<file path="src/rtl/debug_data_receiver_pkg.sv">
// Shared definitions for the debug serial link (receiver and transmitter).
// Holds the word width and the receiver state encoding.
package debug_link_pkg;

    localparam int DBG_WORD_W = 40;

    typedef enum logic [1:0] {
        IDLE = 2'd0,
        RECV = 2'd1,
        DONE = 2'd2
    } rx_state_e;

endpackage

</file>
<file path="src/rtl/debug_data_receiver_if.sv">
// Serial-link pins plus the parallel word output of the debug receiver.
// master = link driver / word consumer, slave = receiver.
interface debug_data_receiver_if #(
    parameter int WIDTH = debug_link_pkg::DBG_WORD_W
);
    logic             ser_clk;
    logic             ser_frame;
    logic             ser_data;
    logic [WIDTH-1:0] data_out;
    logic             data_valid;
    logic             frame_err;
    logic             busy;

    modport master (
        output ser_clk, ser_frame, ser_data,
        input  data_out, data_valid, frame_err, busy
    );

    modport slave (
        input  ser_clk, ser_frame, ser_data,
        output data_out, data_valid, frame_err, busy
    );
endinterface

</file>
<file path="src/rtl/debug_data_receiver_sync_edge.sv">
// Two-flop synchronizer with a previous-value register and edge strobes.
// RST_VAL sets the reset level of every flop in the chain.
module sync_edge #(
    parameter logic RST_VAL = 1'b0
) (
    input  logic clk,
    input  logic rst,
    input  logic async_i,
    output logic sync_o,
    output logic rise_o,
    output logic fall_o
);
    logic meta_q;
    logic sync_q;
    logic prev_q;

    always_ff @(posedge clk) begin
        if (rst) begin
            meta_q <= RST_VAL;
            sync_q <= RST_VAL;
            prev_q <= RST_VAL;
        end else begin
            meta_q <= async_i;
            sync_q <= meta_q;
            prev_q <= sync_q;
        end
    end

    assign sync_o = sync_q;
    assign rise_o = ~prev_q & sync_q;
    assign fall_o = prev_q & ~sync_q;
endmodule

</file>
<file path="src/rtl/debug_data_receiver.sv">
// Oversampling deserializer for the debug serial link (LSB first, one word per frame).
// Optional word/error counters are built when DEBUG_DATA_RECEIVER_STATS_EN is defined.
module debug_data_receiver
    import debug_link_pkg::*;
#(
    parameter int WIDTH = DBG_WORD_W,
    parameter int CNT_W = 6
) (
    input  logic                  clk,
    input  logic                  rst,
    debug_data_receiver_if.slave  bus
`ifdef DEBUG_DATA_RECEIVER_STATS_EN
    ,
    output logic [15:0]           rx_word_cnt,
    output logic [15:0]           rx_err_cnt
`endif
);
    localparam logic [CNT_W-1:0] WIDTH_CNT = CNT_W'(WIDTH);
    // Bit order: 0 = ser_clk, 1 = ser_frame, 2 = ser_data; frame idles high after reset.
    localparam logic [2:0] SYNC_RST = 3'b010;

    logic [2:0] pin_v;
    logic [2:0] sync_v;
    logic [2:0] rise_v;
    logic [2:0] fall_v;

    assign pin_v = {bus.ser_data, bus.ser_frame, bus.ser_clk};

    genvar gi;
    generate
        for (gi = 0; gi < 3; gi++) begin : g_sync
            sync_edge #(.RST_VAL(SYNC_RST[gi])) u_sync (
                .clk     (clk),
                .rst     (rst),
                .async_i (pin_v[gi]),
                .sync_o  (sync_v[gi]),
                .rise_o  (rise_v[gi]),
                .fall_o  (fall_v[gi])
            );
        end
    endgenerate

    logic clk_fall, frm_rise, frm_fall, data_sync;
    assign clk_fall  = fall_v[0];
    assign frm_rise  = rise_v[1];
    assign frm_fall  = fall_v[1];
    assign data_sync = sync_v[2];

    logic unused_edges;
    assign unused_edges = ^{sync_v[1:0], rise_v[2], rise_v[0], fall_v[2]};

    rx_state_e        state_q, state_d;
    logic [CNT_W-1:0] cnt_q, cnt_d;
    logic             ovf_q, ovf_d;
    logic [WIDTH-1:0] shreg_q, shreg_d;
    logic [WIDTH-1:0] data_out_q, data_out_d;
    logic             data_valid_q, data_valid_d;
    logic             frame_err_q, frame_err_d;

    always_ff @(posedge clk) begin
        if (rst) begin
            state_q      <= IDLE;
            cnt_q        <= '0;
            ovf_q        <= 1'b0;
            shreg_q      <= '0;
            data_out_q   <= '0;
            data_valid_q <= 1'b0;
            frame_err_q  <= 1'b0;
        end else begin
            state_q      <= state_d;
            cnt_q        <= cnt_d;
            ovf_q        <= ovf_d;
            shreg_q      <= shreg_d;
            data_out_q   <= data_out_d;
            data_valid_q <= data_valid_d;
            frame_err_q  <= frame_err_d;
        end
    end

    always_comb begin
        state_d      = state_q;
        cnt_d        = cnt_q;
        ovf_d        = ovf_q;
        shreg_d      = shreg_q;
        data_out_d   = data_out_q;
        data_valid_d = 1'b0;
        frame_err_d  = 1'b0;
        case (state_q)
            IDLE: begin
                cnt_d = '0;
                ovf_d = 1'b0;
                if (frm_rise) begin
                    state_d = RECV;
                    shreg_d = '0;
                end
            end
            RECV: begin
                // A sample coinciding with the frame end still belongs to this word.
                if (clk_fall) begin
                    shreg_d = {data_sync, shreg_q[WIDTH-1:1]};
                    if (cnt_q < WIDTH_CNT) begin
                        cnt_d = cnt_q + 1'b1;
                    end else begin
                        ovf_d = 1'b1;
                    end
                end
                if (frm_fall) begin
                    state_d = DONE;
                end
            end
            DONE: begin
                if ((cnt_q == WIDTH_CNT) && !ovf_q) begin
                    data_out_d   = shreg_q;
                    data_valid_d = 1'b1;
                end else begin
                    frame_err_d  = 1'b1;
                end
                ovf_d   = 1'b0;
                state_d = IDLE;
            end
            default: begin
                state_d = IDLE;
            end
        endcase
    end

    assign bus.data_out   = data_out_q;
    assign bus.data_valid = data_valid_q;
    assign bus.frame_err  = frame_err_q;
    assign bus.busy       = (state_q == RECV) || (state_q == DONE);

`ifdef DEBUG_DATA_RECEIVER_STATS_EN
    logic [15:0] word_cnt_q;
    logic [15:0] err_cnt_q;

    always_ff @(posedge clk) begin
        if (rst) begin
            word_cnt_q <= '0;
            err_cnt_q  <= '0;
        end else begin
            if (data_valid_q) word_cnt_q <= word_cnt_q + 16'd1;
            if (frame_err_q)  err_cnt_q  <= err_cnt_q + 16'd1;
        end
    end

    assign rx_word_cnt = word_cnt_q;
    assign rx_err_cnt  = err_cnt_q;
`endif
endmodule

</file>
<file path="src/flat_wrapper.sv">
// flat-port wrapper written by rule: the top's interface ports become plain ports
module debug_data_receiver_flat import debug_link_pkg::*;
#(
    parameter int WIDTH = DBG_WORD_W,
    parameter int CNT_W = 6
)
  (clk, rst, bus_ser_clk, bus_ser_frame, bus_ser_data, bus_data_out, bus_data_valid, bus_frame_err, bus_busy);
  debug_data_receiver_if #(.WIDTH(WIDTH)) bus_i ();
  input  logic clk;
  input  logic rst;
  input wire logic [$bits(bus_i.ser_clk)-1:0] bus_ser_clk;
  input wire logic [$bits(bus_i.ser_frame)-1:0] bus_ser_frame;
  input wire logic [$bits(bus_i.ser_data)-1:0] bus_ser_data;
  output wire logic [$bits(bus_i.data_out)-1:0] bus_data_out;
  output wire logic [$bits(bus_i.data_valid)-1:0] bus_data_valid;
  output wire logic [$bits(bus_i.frame_err)-1:0] bus_frame_err;
  output wire logic [$bits(bus_i.busy)-1:0] bus_busy;
  assign bus_i.ser_clk = bus_ser_clk;
  assign bus_i.ser_frame = bus_ser_frame;
  assign bus_i.ser_data = bus_ser_data;
  assign bus_data_out = bus_i.data_out;
  assign bus_data_valid = bus_i.data_valid;
  assign bus_frame_err = bus_i.frame_err;
  assign bus_busy = bus_i.busy;
  debug_data_receiver #(.WIDTH(WIDTH), .CNT_W(CNT_W)) u_core (.clk(clk), .rst(rst), .bus(bus_i));
endmodule
</file>
<file path="config.mk">
export PLATFORM = sky130hd
export DESIGN_NAME = debug_data_receiver_flat
export DESIGN_NICKNAME = d
export VERILOG_FILES = /design/src/rtl/debug_data_receiver_pkg.sv /design/src/rtl/debug_data_receiver_if.sv /design/src/rtl/debug_data_receiver_sync_edge.sv /design/src/rtl/debug_data_receiver.sv /design/src/flat_wrapper.sv
export SDC_FILE = /design/constraint.sdc
export NUM_CORES = 1
export LEC_CHECK = 0
export CAP_MARGIN = 5
export CELL_PAD_IN_SITES_DETAIL_PLACEMENT = 1
export CELL_PAD_IN_SITES_GLOBAL_PLACEMENT = 1
export CORE_MARGIN = 1
export CORE_UTILIZATION = 43
export CTS_CLUSTER_SIZE = 16
export DETAILED_ROUTE_END_ITERATION = 8
export GPL_TIMING_DRIVEN = 0
export HOLD_SLACK_MARGIN = 0.08
export PLACE_DENSITY = 0.83
export SETUP_SLACK_MARGIN = 0.3
export SLEW_MARGIN = 5
export SYNTH_ARGS = -nofsm -noshare
export SYNTH_HDL_FRONTEND = slang
export SYNTH_SLANG_ARGS = --single-unit
</file>
<file path="constraint.sdc">
create_clock -name clk -period 2 [get_ports clk]
set_input_delay 0.2 -clock clk [delete_from_list [all_inputs] [get_ports clk]]
set_output_delay 0.2 -clock clk [all_outputs]
set_load 0.03 [all_outputs]
</file>
==> out/results.tsv, run 1 <==
stage	metric	value	unit
cts	# H-tree levels	3	
power_and_ir_drop	Leak	1.80	nW
route	drt first-iter violations	172	
synth	synth cell count leaders	dfxtp_1, nand2_1, a21oi_1	
global_route	vias in the first global route	4235	
die	Ports	48	
synth	most common cell in the synthesized netlist	dfxtp_1	
route	# DRC	0	
final_layout	fin cells	745	
synth	area leader, netlist	dfxtp_1	
sta	Final Hold Viols	0	
synth	synth unique cells	38	
final_layout	n_diodes	0	
sta	Slew @ Worst Pin	0.671	ns
power_and_ir_drop	VDD IR-drop max	336	uV
synth	flops & latches, synth	99	
die	Core Area	10300	um^2
route	via count	4161	
outcome	status	finished, final reports clean	
final_layout	Util after Layout	57.0	%
synth	Yosys warnings	0	
die	number of cell rows	37	
sta	Slew Limit Fails	0	
route	drt wl/cell	17.5	um
placement	Cells after DPL	722	
setup_path	Worst EP required	2.25	ns
sta	FMAX	0.595	GHz
synth	Post-Syn Area	4560	um^2
sta	clock skew	0.00994	ns
synth	main area contributors after synthesis	dfxtp_1, a21oi_1, a22oi_1	
synth	register area share after synthesis	43.5	%
sta	RSZ-0062 raised after global routing	yes	
die	Die Y	105	um
cts	CTS tree	built	
global_route	Total GRT Usage	23.5	%
placement	RePlAce Congestion	0.792	
synth	number of synthesized flops with an enable pin	0	
setup_path	crit path DAT	1.93	ns
sta	hold slack	0.385	ns
global_route	first-pass GRT wire length	20800	um
setup_path	crit-path max FO	10	
placement	HPWL Detailed	8370	um
synth	Mean Syn Cell Area	8.45	um^2
route	Via density	5.59	
sta	slew margin rel.	55.3	%
flow_run	number of max-cap violations	0	
synth	share of Yosys cell area claimed by the top area cell type	43.5	%
cts	CTS max path bufs	2	
route	Routed Antenna Nets	0	
final_layout	Final nets	615	
cts	Sink Count	99	
synth	Synth async-reset ratio	0	%
die	Initial Util	44.3	%
sta	crit path time final	1.68	ns
setup_path	crit path kind	flip-flop to flip-flop	
synth	Syn Inst Count	539	
setup_path	critical path startpoint category	flip-flop	
setup_path	endpoint type of the worst setup path	flip-flop	
cts	clk slew on worst S/H paths	0.10	ns
cts	CTS Buf Count	9	
sta	Final setup viols	0	
power_and_ir_drop	PD cells	609	nW/um^2
global_route	largest net degree at the start of global routing	16	
route	DR pass1 iterations	4	
cts	Root Buffer	clkbuf_8	
global_route	initial antenna violation count	0	
final_layout	ratio of cells with drive above 1 in the final layout	24.3	%
cts	Clock Latency Late Sink	0.38	ns
synth	dominant synthesized flop cell	dfxtp_1	
synth	Post-Syn Nets	549	
global_route	total global routing overflow	0	
die	Total Die Area	11000	um^2
route	final wirelength	13000	um
die	Chip Width	105	um
setup_path	r2r setup slk	0.32	ns
hold_path	hold crit path type	primary input to flip-flop	
final_layout	area grow syn2layout	28.5	%
sta	Final Cycle Share	84.0	%
placement	IO Port Bufs	47	
[layout make-up]
class	count	area [um^2]
Clock buffer	10	138
Inverter	4	15.0
Timing Repair Buffer	55	538
Buffer	50	417
Sequential cell	99	1980
Multi-Input combinational cell	386	2510
Fill cell	1206	4420
Clock inverter	5	77.6
Tap cell	136	170
[logic make-up (layout without fill, tap and decap cells)]
logic type / count (synthesis) / count (layout) / share of synthesized area [%]
adders and majority gates: 5 / 5 / 1.37
and+or+nand+nor: 203 / 203 / 24.5
buffers and inverters: 54 / 124 / 6.43
xor gates and xnor gates: 3 / 3 / 0.577
muxes: 1 / 1 / 0.220
DFF: 99 / 99 / 43.5
AOI/OAI and AO/OA: 174 / 174 / 23.4
[path summary, 6_finish.rpt]
kind	start	endpoint	depth (start not counted)
worst max register to register	u_core.state_q[0]	u_core.shreg_q[24]	8
worst min-delay path	bus_ser_frame	u_core.g_sync[1].u_sync.meta_q	2
worst max-delay path	u_core.state_q[0]	u_core.shreg_q[24]	8
worst min register to register	u_core.g_sync[1].u_sync.meta_q	u_core.g_sync[1].u_sync.sync_o	1
[layout by cell type, fill, tap and decap left out, drive strengths merged, types with 2 or more instances in the layout]
| cell type | n |
|---|---|
| a21oi | 84 |
| a22oi | 40 |
| a31oi | 3 |
| and2 | 41 |
| buf | 34 |
| bufinv | 2 |
| clkbuf | 33 |
| clkdlybuf4s50 | 46 |
| clkinv | 2 |
| dfxtp | 99 |
| ha | 5 |
| inv | 4 |
| nand2 | 84 |
| nand2b | 3 |
| nand3 | 5 |
| nand4 | 3 |
| nor2 | 9 |
| nor2b | 8 |
| nor3b | 40 |
| o21ai | 42 |
| or2 | 4 |
| xor2 | 2 |
[state kept, by name (all words and copies together), names as in the netlist]
name                         cells
u_core.cnt_q                     6
u_core.ovf_q                     1
u_core.bus.data_out             40
u_core.shreg_q                  40
u_core.state_q                   2
u_core.bus.data_valid            1
u_core.g_sync.u_sync.meta_q      3
u_core.bus.frame_err             1
u_core.g_sync.u_sync.sync_o      3
u_core.g_sync.u_sync.prev_q      2
[stage by stage]
step	TNS [ns]	cell area [um^2]	total power [mW]	worst slack, ns
after floorplan	0	4560	2.10	0.396
after global placement	-1.88	5200	2.15	-0.0685
after detailed placement	-5.13	5200	2.15	-0.183
after CTS	0	5590	3.58	0.280
after global routing	0	5850	3.68	0.278
final	0	5850	3.57	0.319
[routing by layer]
metal / GRT usage [%] / routed length, um / vias to the layer above
met5: 0 / 0 / -
met3: 3.87 / 343 / 20
li1: - / - / 2003
met4: 9.15 / 210 / 0
met2: 42.3 / 6710 / 68
met1: 27.8 / 5770 / 2070
[worst max-delay path, stage by stage (launching register included)]
cell and delay [ns]:
dfxtp_2 0.35, inv_2 0.05, ha_1 0.20, buf_6 0.15, mux2i_4 0.19, buf_6 0.15
buf_8 0.14, a22oi_2 0.22, a21oi_2 0.09
[report_power, final]
| part | total [mW] | internal, mW | switching [mW] |
|---|---|---|---|
| sequential | 1.98 | 1.98 | 0.00348 |
| clock | 1.44 | 0.728 | 0.712 |
| combinational | 0.147 | 0.0443 | 0.103 |
[repair_timing]
item / 4_1_cts / 5_1_grt
gates cloned: 0 / 1
pin swaps: 6 / 12
setup endpoints to repair: 88 / 82
hold buffers: 0 / 0
buffers inserted: 3 / 4
resized for setup: 55 / 80
Power figures use the tool's default switching activity.
==> inputs of run 2 (changes only) <==
==> constraint.sdc (replaced) <==
create_clock -name clk -period 1.7 [get_ports clk]
set_input_delay 0.17 -clock clk [delete_from_list [all_inputs] [get_ports clk]]
set_output_delay 0.17 -clock clk [all_outputs]
set_load 0.03 [all_outputs]
==> run 2 against run 1 <==
  * The flow now finishes with violations (setup timing)
  * Final area up 18%
  * Clock skew increased by 0.0090 ns
  * Sequential share of layout area is 5.1 points lower
  * Combinational power up 45%
  * Fmax down 7.0%
  * Wire length up 40%
  * Clock-buffer cell count grew 3
  * Critical endpoint is now u_core.bus.data_out[28]
  * Highest routed layer unchanged
==> out/results.tsv, run 2 (same netlist as run 1, synthesis figures left out) <==
stage	metric	value	unit	change
setup_path	crit-path max FO	7		-3
global_route	vias in the first global route	4401		+3.9%
sta	setup ws final	-0.107	ns	-0.426 ns
placement	dpl cell area	5530	um^2	+6.4%
sta	slew margin rel.	45.2	%	-10 points
cts	clk slew on worst S/H paths	0.10	ns	about the same
cts	Clock Latency Late Sink	0.39	ns	about the same
cts	Root Buffer	clkbuf_8		
setup_path	cell repeated most along the worst path	buf_12		
global_route	Total GRT Usage	25.5	%	+2.0 points
sta	final setup TNS	-1.16	ns	-1.16 ns
placement	pre-CTS WS	-0.125	ns	+0.0582 ns
route	drt wl/cell	23.9	um	+36%
final_layout	n_diodes	0		unchanged
power_and_ir_drop	PD cells	604	nW/um^2	-0.80%
setup_path	crit path DAT	2.10	ns	+0.17 ns
final_layout	area grow syn2layout	51.9	%	
power_and_ir_drop	switching share of power	24.7	%	+1.8 points
sta	Slew Limit Fails	0		unchanged
sta	crit path time final	1.81	ns	+0.126 ns
die	number of cell rows	37		unchanged
flow_run	number of max-cap violations	0		unchanged
power_and_ir_drop	P_int	3.15	mW	+15%
die	Total Die Area	11000	um^2	unchanged
route	DR WL met2	9380	um	+40%
power_and_ir_drop	Pwr Total	4.18	mW	+17%
final_layout	Final nets	636		+3.4%
placement	HPWL Detailed	8440	um	+0.78%
sta	Final Cycle Share	106	%	+22 points
outcome	failing checks	setup timing		
sta	clock skew	0.0189	ns	+0.00898 ns
sta	Final setup viols	43		+43
setup_path	CP bufs+invs	3		-1
power_and_ir_drop	Leak	2.47	nW	+37%
route	via count	4665		+12%
global_route	largest net degree at the start of global routing	15		-1
cts	cts hold-fix bufs	0		unchanged
setup_path	CP Cell Sequence	nor4b_4 -> and4_4 -> buf_12 -> buf_12 -> buf_16 -> nand2_1 -> a21oi_1		
final_layout	Util after Layout	67.3	%	+10 points
setup_path	Largest stage delay, worst path	0.43	ns	+0.08 ns
route	met3 routed WL	834	um	+140%
setup_path	Worst EP required	1.99	ns	-0.26 ns
sta	FMAX	0.553	GHz	-7.0%
die	Die Y	105	um	unchanged
hold_path	hold crit path type	primary input to flip-flop		
route	Routed Antenna Nets	0		unchanged
setup_path	endpoint type of the worst setup path	flip-flop		
outcome	status	finished, violations left		
setup_path	Critical-path top delay cell	dfxtp_1		
cts	CTS tree	built		
power_and_ir_drop	VDD IR-drop max	362	uV	+7.8%
die	Initial Util	44.3	%	unchanged
sta	hold slack	0.341	ns	-0.0443 ns
cts	CTS max path bufs	2		unchanged
route	drt first-iter violations	282		+64%
power_and_ir_drop	combinational share of power	5.1	%	+1.0 points
global_route	total global routing overflow	0		unchanged
global_route	first-pass GRT wire length	22400	um	+7.7%
die	Chip Width	105	um	unchanged
cts	Sink Count	99		unchanged
global_route	initial antenna violation count	0		unchanged
die	Ports	48		unchanged
route	# DRC	0		unchanged
final_layout	fin cells	766		+2.8%
setup_path	Stages on worst setup path	7		-1
power_and_ir_drop	sequential share of power	55.7	%	+0.2 points
hold_path	Hold Path Depth	2		unchanged
placement	IO Port Bufs	47		unchanged
setup_path	critical path startpoint category	flip-flop		
final_layout	most common cell after layout, fill and taps aside	dfxtp_1		
setup_path	crit path kind	flip-flop to flip-flop		
setup_path	delay-heaviest family, CP	simple AND/OR/NAND/NOR gates		
route	final wirelength	18300	um	+40%
sta	Final Hold Viols	0		unchanged
sta	RSZ-0062 raised after global routing	yes		
die	Core Area	10300	um^2	unchanged
power_and_ir_drop	clock power share	39.2	%	-1.2 points
route	Via density	6.09		+9.0%
setup_path	R2R cell count	7		-1
cts	# H-tree levels	3		unchanged
final_layout	cell area after layout	6920	um^2	+18%
final_layout	ratio of cells with drive above 1 in the final layout	44.1	%	+20 points
power_and_ir_drop	Psw	1.03	mW	+26%
final_layout	most frequent cells in the layout	dfxtp_1, a21oi_2, dlygate4sd2_1		
placement	Cells after DPL	722		unchanged
sta	Slew @ Worst Pin	0.823	ns	+0.152 ns
route	DRT met1 WL	7420	um	+29%
route	top layer used by detailed routing	met4		
cts	CTS Buf Count	9		unchanged
route	DR pass1 iterations	5		+1
placement	RePlAce Congestion	0.788		-0.44%
[run 2: cell count changes in the layout (fill, tap and decap cells not counted), sizes merged]
cell	previous run	this run
buf	34	48
clkbuf	33	44
clkinvlp	1	0
clkinv	2	1
clkdlybuf4s50	46	4
dlygate4sd2	0	41
bufinv	2	1
[run 2: layer usage]
layer	up-vias	GRT usage, %
met5	-	0
met1	2369	29.7
met4	0	9.36
met3	64	4.24
met2	180	46.7
li1	2052	-
[run 2: power groups by stage]
stage / logic, mW / clock network [mW] / registers (mW)
after floorplan: 0.100 / 0 / 2.38
after global placement: 0.151 / 0 / 2.38
after detailed placement: 0.154 / 0 / 2.38
after CTS: 0.171 / 1.58 / 2.33
after global routing: 0.222 / 1.72 / 2.33
final: 0.213 / 1.64 / 2.33
[run 2: final timing paths]
check	end	from	slack [ns]
min	u_core.g_sync[2].u_sync.meta_q	bus_ser_data	0.34
min reg2reg	u_core.g_sync[1].u_sync.sync_o	u_core.g_sync[1].u_sync.meta_q	0.44
max reg2reg	u_core.bus.data_out[28]	u_core.cnt_q[4]	-0.11
max	u_core.bus.data_out[28]	u_core.cnt_q[4]	-0.11
[run 2: worst reg2reg max path, stage by stage, from the launching register on]
cell and delay, ns:
dfxtp_1 0.43, nor4b_4 0.37, and4_4 0.29, buf_12 0.16, buf_12 0.12, buf_16 0.11, nand2_1 0.06, a21oi_1 0.18
[run 2: timing repair]
item                       in CTS  in global routing
pin swaps                      14                 82
gates cloned                    5                  7
setup endpoints to repair     132                 91
gates resized for setup       105                178
buffers inserted               13                  4
[run 2: area by class of cell]
class,count,area (um^2)
fill,1102,3360
multi-input combinational,386,3100
sequential,99,1990
timing repair buffer,76,901
buffer,50,547
tap,136,170
clock buffer,13,159
clock inverter,2,35.0
inverter,4,20.0
==> inputs of run 3 (changes only) <==
==> constraint.sdc (replaced) <==
create_clock -name clk -period 1.7 [get_ports clk]
set_input_delay 0.17 -clock clk [delete_from_list [all_inputs] [get_ports clk]]
set_output_delay 0.17 -clock clk [all_outputs]
set_load 0.01 [all_outputs]
==> run 3 against run 2 <==
  * Sequential power about the same
  * Register-to-register slack about the same
  * Clock-buffer cell count unchanged
  * Critical path depth up 2
  * Highest routed layer unchanged
  * Clock skew up 0.0039 ns
  * First-iteration DRC count down 15%
  * Combinational power up 3%
  * Final area up 0.80%
  * Global-route usage about the same
  * Setup slack better by 0.011 ns
  * The run still ends with setup timing left
==> out/results.tsv, run 3 (same netlist as run 1, synthesis figures left out) <==
stage	metric	value	unit	change
global_route	vias in the first global route	4400		-0.023%
die	Total Die Area	11000	um^2	unchanged
setup_path	worst r2r dst	u_core.shreg_q[9]		
sta	crit path time final	1.80	ns	-0.0107 ns
route	via count	4622		-0.92%
placement	pre-CTS WS	-0.125	ns	unchanged
sta	clock skew	0.0228	ns	+0.00392 ns
die	number of cell rows	37		unchanged
setup_path	Critical-path top delay cell	dfxtp_2		
final_layout	Final nets	638		+0.31%
setup_path	crit-path max FO	10		+3
route	final wirelength	18600	um	+1.8%
sta	Final Cycle Share	106	%	-0.63 points
route	# DRC	0		unchanged
sta	RSZ-0062 raised after global routing	yes		
die	Ports	48		unchanged
final_layout	most common cell after layout, fill and taps aside	dfxtp_1		
outcome	status	finished, violations left		
setup_path	critical path startpoint category	flip-flop		
outcome	failing checks	setup timing		
route	Routed Antenna Nets	0		unchanged
setup_path	R2R Path Start	u_core.state_q[1]		
setup_path	Worst EP required	2.00	ns	about the same
setup_path	crit path DAT	2.10	ns	about the same
final_layout	Fillers	1084		-1.6%
cts	Root Buffer	clkbuf_8		
sta	Final Hold Viols	0		unchanged
power_and_ir_drop	VDD IR-drop max	499	uV	+38%
hold_path	Hold Path End	u_core.g_sync[2].u_sync.meta_q		
sta	Slew Limit Fails	0		unchanged
power_and_ir_drop	Pwr Total	4.19	mW	+0.12%
sta	slew margin rel.	44.3	%	-0.86 points
final_layout	n_diodes	0		unchanged
route	drt wl/cell	24.2	um	+1.5%
setup_path	crit path kind	flip-flop to flip-flop		
setup_path	Largest stage delay, worst path	0.38	ns	-0.05 ns
setup_path	CP bufs+invs	5		+2
setup_path	CP Cell Sequence	inv_4 -> ha_4 -> buf_4 -> buf_12 -> mux2i_4 -> buf_12 -> clkbuf_16 -> a22oi_2 -> a21oi_2		
sta	hold slack	0.331	ns	-0.0104 ns
sta	FMAX	0.557	GHz	+0.60%
sta	setup ws final	-0.0963	ns	+0.0107 ns
global_route	Total GRT Usage	25.5	%	about the same
global_route	first-pass GRT wire length	22300	um	about the same
global_route	total global routing overflow	0		unchanged
die	Initial Util	44.3	%	unchanged
hold_path	Hold Startpoint	bus_ser_data		
flow_run	number of max-cap violations	0		unchanged
cts	clk slew on worst S/H paths	0.11	ns	about the same
placement	dpl cell area	5530	um^2	unchanged
setup_path	R2R cell count	9		+2
placement	RePlAce Congestion	0.788		unchanged
setup_path	endpoint type of the worst setup path	flip-flop		
cts	CTS Buf Count	9		unchanged
hold_path	Hold Path Depth	2		unchanged
final_layout	most frequent cells in the layout	dfxtp_1, a21oi_2, dlygate4sd2_1		
cts	Sink Count	99		unchanged
final_layout	fin cells	768		+0.26%
power_and_ir_drop	Leak	2.50	nW	+1.3%
cts	# H-tree levels	3		unchanged
global_route	initial antenna violation count	0		unchanged
cts	Clock Latency Late Sink	0.39	ns	about the same
global_route	largest net degree at the start of global routing	15		unchanged
cts	CTS max path bufs	2		unchanged
hold_path	hold crit path type	primary input to flip-flop		
die	Die Y	105	um	unchanged
sta	Slew @ Worst Pin	0.836	ns	+0.0129 ns
final_layout	cell area after layout	6970	um^2	+0.80%
placement	IO Port Bufs	47		unchanged
sta	Final setup viols	41		-4.7%
final_layout	area grow syn2layout	53.1	%	
route	Via density	6.02		-1.2%
setup_path	delay-heaviest family, CP	buffers and inverters		
power_and_ir_drop	PD cells	600	nW/um^2	-0.67%
die	Core Area	10300	um^2	unchanged
placement	HPWL Detailed	8440	um	unchanged
final_layout	ratio of cells with drive above 1 in the final layout	44.8	%	+0.65 points
route	DR pass1 iterations	5		unchanged
setup_path	r2r setup slk	-0.1	ns	about the same
cts	cts hold-fix bufs	0		unchanged
die	Chip Width	105	um	unchanged
cts	CTS tree	built		
route	drt first-iter violations	241		-15%
placement	Cells after DPL	722		unchanged
setup_path	cell repeated most along the worst path	buf_12		
==> run 3: cell types whose count changed in the layout (fill, tap and decap cells not counted), sizes merged <==
| cell | change |
|---|---|
| clkbuf | +2 |
| clkdlybuf4s15 | -1 |
| dlygate4sd2 | +1 |
==> run 3: area by class of cell <==
cell class,count,area (um^2),share of cell area [%]
timing repair buffer,78,943,13.5
tap,136,170,2.44
buffer,50,547,7.84
clock buffer,13,159,2.28
clock inverter,2,35.0,0.502
multi-input combinational,386,3110,44.6
sequential,99,1990,28.5
inverter,4,20.0,0.287
==> run 3: metrics by stage <==
step	setup TNS, ns	utilization [%]
5_1_grt	-6.17	67.9
4_1_cts	0	59.5
6_report	-1.38	67.9
2_1_floorplan	0	-
3_5_place_dp	-4.07	53.8
3_3_place_gp	-3.91	53.8
==> run 3: layer usage <==
| layer | track usage (%) | wire length [um] | up-vias |
|---|---|---|---|
| li1 | - | - | 2055 |
| met1 | 29.7 | 7580 | 2357 |
| met2 | 46.7 | 9730 | 157 |
| met3 | 4.24 | 672 | 53 |
| met4 | 9.36 | 617 | 0 |
| met5 | 0 | 0 | - |
==> run 3: worst max path at each step <==
stage,startpoint,to,slack [ns],cells after the start
2_1_floorplan,u_core.state_q[1],u_core.shreg_q[0],0.18,9
3_3_place_gp,u_core.state_q[1],u_core.shreg_q[32],-0.11,7
3_5_place_dp,u_core.state_q[1],u_core.shreg_q[10],-0.12,7
4_1_cts,u_core.state_q[0],u_core.shreg_q[4],0.05,7
5_1_grt,u_core.cnt_q[0],u_core.bus.data_out[28],-0.14,9
6_report,u_core.state_q[1],u_core.shreg_q[9],-0.1,9
==> run 3: what timing repair did <==
| item | in CTS | in global routing |
|---|---|---|
| resized for setup | 108 | 174 |
| gates cloned | 5 | 9 |
| setup buffers | 13 | 4 |
| setup endpoints to repair | 132 | 91 |
| pin swaps | 14 | 92 |
==> run 3: report_power, final <==
| part | switching [mW] | total [mW] | internal [mW] |
|---|---|---|---|
| logic | 0.147 | 0.220 | 0.0731 |
| clock network | 0.881 | 1.64 | 0.755 |
| registers | 0.00643 | 2.33 | 2.32 |
| total | 1.03 | 4.19 | 3.15 |
